==> src/rtl/drive_pkg.sv <==
// Shared command and state encodings for the drive command path.
// Contents:
//   CMD_STOP/CMD_FWD/CMD_LEFT/CMD_RIGHT  2-bit motor command codes
//   state_e                              FSM states ST_IDLE/ST_MANUAL/ST_AUTO/ST_HALT
package drive_pkg;

    localparam logic [1:0] CMD_STOP  = 2'b00;
    localparam logic [1:0] CMD_FWD   = 2'b01;
    localparam logic [1:0] CMD_LEFT  = 2'b10;
    localparam logic [1:0] CMD_RIGHT = 2'b11;

    typedef enum logic [1:0] {
        ST_IDLE   = 2'b00,
        ST_MANUAL = 2'b01,
        ST_AUTO   = 2'b10,
        ST_HALT   = 2'b11
    } state_e;

endpackage

==> src/rtl/drive_deadtime.sv <==
// Direction-change dead-time stage: registers the effective motor command and inserts
// DEAD_CYCLES cycles of stop between two different non-stop commands.
// Ports:
//   clk     in   system clock
//   rst     in   synchronous reset, active-high
//   en      in   1 = command path active; 0 forces stop and aborts any dead time
//   eff     in   effective (already obstacle-masked) command
//   driver  out  registered motor command
// Only instantiated when DRIVE_DEADTIME_EN is defined.
module drive_deadtime
    import drive_pkg::*;
#(
    parameter int unsigned DEAD_CYCLES = 500_000
) (
    input  logic       clk,
    input  logic       rst,
    input  logic       en,
    input  logic [1:0] eff,
    output logic [1:0] driver
);

    localparam int unsigned DW = (DEAD_CYCLES < 2) ? 1 : $clog2(DEAD_CYCLES + 1);
    localparam logic [DW-1:0] DEAD_LOAD = DW'(DEAD_CYCLES);

    logic [1:0]    driver_q, driver_d;
    logic [1:0]    tgt_q, tgt_d;      // command waiting for the dead time to expire
    logic [DW-1:0] dead_cnt_q, dead_cnt_d;  // nonzero = dead time in progress

    always_comb begin
        driver_d   = driver_q;
        tgt_d      = tgt_q;
        dead_cnt_d = dead_cnt_q;
        if (!en || eff == CMD_STOP) begin
            // Stop always wins immediately and cancels a pending change.
            driver_d   = CMD_STOP;
            dead_cnt_d = '0;
        end else if (dead_cnt_q != '0) begin
            if (eff != tgt_q) begin
                tgt_d      = eff;
                dead_cnt_d = DEAD_LOAD;
            end else if (dead_cnt_q == DW'(1)) begin
                driver_d   = tgt_q;
                dead_cnt_d = '0;
            end else begin
                dead_cnt_d = dead_cnt_q - 1'b1;
            end
        end else if (driver_q == CMD_STOP || eff == driver_q) begin
            driver_d = eff;
        end else begin
            // Reversal between two non-stop commands: coast first.
            driver_d   = CMD_STOP;
            tgt_d      = eff;
            dead_cnt_d = DEAD_LOAD;
        end
    end

    always_ff @(posedge clk) begin
        if (rst) begin
            driver_q   <= CMD_STOP;
            tgt_q      <= CMD_STOP;
            dead_cnt_q <= '0;
        end else begin
            driver_q   <= driver_d;
            tgt_q      <= tgt_d;
            dead_cnt_q <= dead_cnt_d;
        end
    end

    assign driver = driver_q;

endmodule

==> src/rtl/drive_cmd_arbiter.sv <==
// Motor-command arbiter: selects between the Bluetooth UART decoder and the autonomous
// line tracker, and applies the link watchdog, obstacle inhibit, remote kill and
// (optionally) direction-change dead time before the motor driver.
// Ports:
//   clk, rst              clock and synchronous active-high reset
//   bt_valid, bt_cmd      1-cycle pulse + command from the UART decoder
//   auto_valid, auto_cmd  1-cycle pulse + command from the line tracker
//   mode_auto             level, autonomous mode requested
//   obstacle              level, obstacle ahead (blocks forward only)
//   driver                registered motor command
//   state_o               current FSM state
//   wdt_trip              sticky watchdog flag, cleared on HALT exit
// Configuration: define DRIVE_DEADTIME_EN to enable dead-time insertion; otherwise the
// output is a plain register and DEAD_CYCLES is unused.
module drive_cmd_arbiter
    import drive_pkg::*;
#(
    parameter int unsigned WDT_CYCLES  = 50_000_000,
    parameter int unsigned DEAD_CYCLES = 500_000,
    parameter int unsigned CNT_W       = 26
) (
    input  logic       clk,
    input  logic       rst,
    input  logic       bt_valid,
    input  logic [1:0] bt_cmd,
    input  logic       auto_valid,
    input  logic [1:0] auto_cmd,
    input  logic       mode_auto,
    input  logic       obstacle,
    output logic [1:0] driver,
    output logic [1:0] state_o,
    output logic       wdt_trip
);

    localparam logic [CNT_W-1:0] WDT_LAST = CNT_W'(WDT_CYCLES - 1);

    state_e             state_q;
    logic [1:0]         cmd_req_q;
    logic [CNT_W-1:0]   wdt_cnt_q;
    logic               wdt_trip_q;
    logic               out_en;
    logic [1:0]         eff;
    logic [1:0]         drive_out;

    always_ff @(posedge clk) begin
        if (rst) begin
            state_q    <= ST_IDLE;
            cmd_req_q  <= CMD_STOP;
            wdt_cnt_q  <= '0;
            wdt_trip_q <= 1'b0;
        end else begin
            unique case (state_q)
                ST_IDLE: begin
                    wdt_cnt_q <= '0;
                    if (mode_auto) begin
                        state_q <= ST_AUTO;
                    end else if (bt_valid) begin
                        state_q   <= ST_MANUAL;
                        cmd_req_q <= bt_cmd;
                    end
                end
                ST_MANUAL: begin
                    if (mode_auto) begin
                        state_q   <= ST_AUTO;
                        cmd_req_q <= CMD_STOP;
                        wdt_cnt_q <= '0;
                    end else if (bt_valid) begin
                        cmd_req_q <= bt_cmd;
                        wdt_cnt_q <= '0;
                    end else if (wdt_cnt_q == WDT_LAST) begin
                        // Link lost. The request is dropped so no stale command can
                        // resurface after recovery.
                        state_q    <= ST_HALT;
                        wdt_trip_q <= 1'b1;
                        cmd_req_q  <= CMD_STOP;
                        wdt_cnt_q  <= '0;
                    end else begin
                        wdt_cnt_q <= wdt_cnt_q + 1'b1;
                    end
                end
                ST_AUTO: begin
                    wdt_cnt_q <= '0;
                    if (bt_valid && bt_cmd == CMD_STOP) begin
                        // Remote kill beats any tracker update in the same cycle.
                        state_q   <= ST_HALT;
                        cmd_req_q <= CMD_STOP;
                    end else if (!mode_auto) begin
                        state_q   <= ST_IDLE;
                        cmd_req_q <= CMD_STOP;
                    end else if (auto_valid) begin
                        cmd_req_q <= auto_cmd;
                    end
                end
                ST_HALT: begin
                    wdt_cnt_q <= '0;
                    if (bt_valid && bt_cmd == CMD_STOP) begin
                        state_q    <= ST_IDLE;
                        wdt_trip_q <= 1'b0;
                    end
                end
            endcase
        end
    end

    // Output stage follows the registered state, so leaving MANUAL/AUTO stops the
    // motors on the following cycle.
    assign out_en = (state_q == ST_MANUAL) || (state_q == ST_AUTO);
    assign eff    = (obstacle && cmd_req_q == CMD_FWD) ? CMD_STOP : cmd_req_q;

`ifdef DRIVE_DEADTIME_EN
    drive_deadtime #(
        .DEAD_CYCLES (DEAD_CYCLES)
    ) u_deadtime (
        .clk    (clk),
        .rst    (rst),
        .en     (out_en),
        .eff    (eff),
        .driver (drive_out)
    );
`else
    logic [1:0] drive_q;

    always_ff @(posedge clk) begin
        if (rst) begin
            drive_q <= CMD_STOP;
        end else begin
            drive_q <= out_en ? eff : CMD_STOP;
        end
    end

    assign drive_out = drive_q;
`endif

    assign driver   = drive_out;
    assign state_o  = state_q;
    assign wdt_trip = wdt_trip_q;

endmodule

==> config.mk <==
export PLATFORM = sky130hd
export DESIGN_NAME = drive_cmd_arbiter
export DESIGN_NICKNAME = d
export VERILOG_FILES = /design/src/rtl/drive_pkg.sv /design/src/rtl/drive_deadtime.sv /design/src/rtl/drive_cmd_arbiter.sv
export SDC_FILE = /design/constraint.sdc
export NUM_CORES = 1
export LEC_CHECK = 0
export ABC_AREA = 1
export CAP_MARGIN = 20
export CORE_MARGIN = 4
export CORE_UTILIZATION = 52
export CTS_CLUSTER_DIAMETER = 120
export DETAILED_ROUTE_END_ITERATION = 7
export DONT_BUFFER_PORTS = 1
export GPL_TIMING_DRIVEN = 0
export HOLD_SLACK_MARGIN = 0.15
export PLACE_DENSITY = 0.67
export SKIP_CTS_REPAIR_TIMING = 1
export SYNTH_ARGS = -nofsm -noshare
export SYNTH_HDL_FRONTEND = slang
export SYNTH_HIERARCHICAL = 1
export SYNTH_SLANG_ARGS = --single-unit
==> constraint.sdc <==
create_clock -name clk -period 1.8 [get_ports clk]
set_input_delay 0.09 -clock clk [delete_from_list [all_inputs] [get_ports clk]]
set_output_delay 0.09 -clock clk [all_outputs]
set_load 0.02 [all_outputs]
==> impl_results.md <==
- Outcome: complete, no violations
- Fin. Hold Viols: 0
- CP max stage cell: dfxtp_1
- Clock transition at path regs: 60 ps
- Yosys top cell area share: 34.3%
- Dominant cell type by area after synthesis: dfxtp_1
- Worst Tran Pin Value: 302 ps
- Pin count of the biggest net entering global routing: 11
- Final WL: 4010 um
- Most used DFF post-synth: dfxtp_1
- Commonest cells post-synth: nand2_1, nor2_1, inv_1
- DR DRC count: 0
- CP Depth: 9
- Grt ovf: 0
- Period minus WS final: 1630 ps
- Most common cell on crit path: nor2_4
- Worst R2R Path Depth: 9
- Fraction of layout cells with a size suffix above 1: 14.3%
- # IOs: 15
- Met1 Use GR: 27.2%
- Antenna violations before repair: 0
- Fillers: 328
- Post-route setup slack: 169 ps
- Max FO, Critical Path: 10
- Crit path max-delay family: simple AND/OR/NAND/NOR gates
- Number of diodes: 0
- Register area share after synthesis: 34.3%
- Clock skew: 3.39 ps
- # H-tree levels: 2
- Synth top area cells: dfxtp_1, nand2_1, nor2_1, inv_1, a21oi_1
- CP Data Arrival Time: 1810 ps
- Skew-Pair Late Insertion Delay: 280 ps
- Hold Crit Depth: 4
- RSZ-0062 raised after global routing: false
- Post-synthesis cell type count: 32
- DP Wirelength: 3020 um
- Yosys warns: 6
- Post-DR vias/cell: 4.98
- Vias in the first global route: 1,435
- Clock sinks: 33
- Hold crit path type: in -> reg
- Delay of the slowest critical-path stage: 360 ps
- Num CTS Buffers: 5
- Worst setup SP type: flop
- Buffers added on ports: 0
- GRT Max-Usage Layer: met1
- ANT nets after route: 0
- Achievable frequency: 613 MHz
- Crit path cell chain: ha_1, nand2_1, nor2_4, nand2_2, nor2_4, nand3_4, nand4_4, buf_6, nor2_1
- Via count: 1,658
- First drt pass iteration count: 4
- GRT met3 Usage: 6.32%
- Die height: 68.9 um
- GP Congestion: 0.827
- Total of max-cap violations: 0
- Setup CP Type: reg -> reg
- Final Net Count: 303
- Root buffer cell: clkbuf_8
- FF+latch count, synth: 33
- Die ar.: 0.00474 mm2
- TritonCTS clock tree: built
- Synth async-reset ratio: 0%
- Critical Path RT: 1980 ps
- Worst slew margin: 79.8%
- CP bufs+invs: 1
- Row count: 21
- Routed WL per cell: 12.1 um
- PD cells: 918 mW/mm2
- Area added between synthesis and finish: 10.7%
- Synth Instances: 275
- Core area: 0.00344 mm2
- Max VDD drop: 0.694 mV
- Tcrit/Tclk final: 90.6%
- Most common cell in the netlist: nand2_1
- Final Max Tran Viols: 0
- P_leak: 0.776 nW
- Total Neg Setup Slack: 0 ps
- Starting Density: 55.9%
- Post-synth EDFFs: 0
- Initial DRC Count: 51
- Total Routing Usage GR: 19.0%
- Critical Path End Type: flop
- Synth Cell Area: 0.00193 mm2
- GRT met2 Usage: 26.1%
- Die Width: 68.9 um
- Syn nets: 291
- Syn Area/Cell: 7.00 um2
- Endpoints failing setup: 0
- CTS max path bufs: 2
- Dpl ws: 21.2 ps
- First-pass GRT wire length: 6550 um
## final timing paths
check	start	endpoint	slack, ps
worst max-delay path	wdt_cnt_q[0]	wdt_cnt_q[13]	170
worst max register to register	wdt_cnt_q[0]	wdt_cnt_q[13]	170
worst min-delay path	bt_cmd[0]	cmd_req_q[0]	120
worst min register to register	wdt_cnt_q[0]	wdt_cnt_q[0]	450
## where the power goes
| part | total [mW] | internal, mW | switching, mW |
|---|---|---|---|
| clock network | 0.554 | 0.303 | 0.251 |
| logic | 0.513 | 0.195 | 0.318 |
| registers | 0.890 | 0.796 | 0.0937 |
| total | 1.96 | 1.29 | 0.663 |
## stage by stage
step / total power, mW / hold WS, ps / instance area, um2 / std cells / util, %
after floorplan: 1.29 / 159 / 1930 / 275 / -
after global placement: 1.37 / 161 / 1980 / 321 / 57.6
after global routing: 2.10 / 159 / 2130 / 333 / 61.9
after CTS: 1.95 / -150 / 2070 / 328 / 60.1
final: 1.96 / 116 / 2130 / 333 / 61.9
after detailed placement: 1.38 / 161 / 1980 / 321 / 57.6
## worst register-to-register path, cell delays in order (launching register included)
cell and delay (ps):
dfxtp_1 360, ha_1 170, nand2_1 100, nor2_4 170
nand2_2 110, nor2_4 110, nand3_4 110, nand4_4 160
buf_6 180, nor2_1 50
## per-layer routing
layer	up-vias	part of all wire, %
met5	-	0
met4	0	1.4
met3	7	4.4
met2	24	42
met1	728	52
li1	899	-
## area by class of cell
type                            instances  area [um2]  area share [%]
Tap cell                               46        57.6            2.70
Inverter                               37         139            6.51
Multi-Input combinational cell        203        1110            52.1
Timing Repair Buffer                    5        50.0            2.35
Clock buffer                            7        86.3            4.05
Sequential cell                        33         666            31.2
Buffer                                  2        22.5            1.06
## sequential cells by signal, summed over array words and instances, names as in the netlist
register   count
wdt_cnt_q     26
cmd_req_q      2
driver         2
wdt_trip       1
state_o        2
## cells by family (layout without fill, tap and decap cells)
family                   count (synthesis)  count (layout)  share of synthesized area, %
AND/OR/NAND/NOR                        162             162                          42.4
buffers and inverters                   39              51                          8.38
flip-flops                              33              33                          34.3
AO/OA/AOI/OAI                           28              28                          7.86
XOR/XNOR                                 7               7                          3.18
adder cells (fa/ha/maj)                  6               6                          3.90
## cells in the final DEF, fill, tap and decap left out, types with 7 or more instances in the layout
cell type   n
xnor2_1     7
inv_1      34
a21oi_1    17
nand2_1    60
nand3_1    17
dfxtp_1    31
nand2_2     7
nor2_1     37
(Power assumes the default switching activity.)
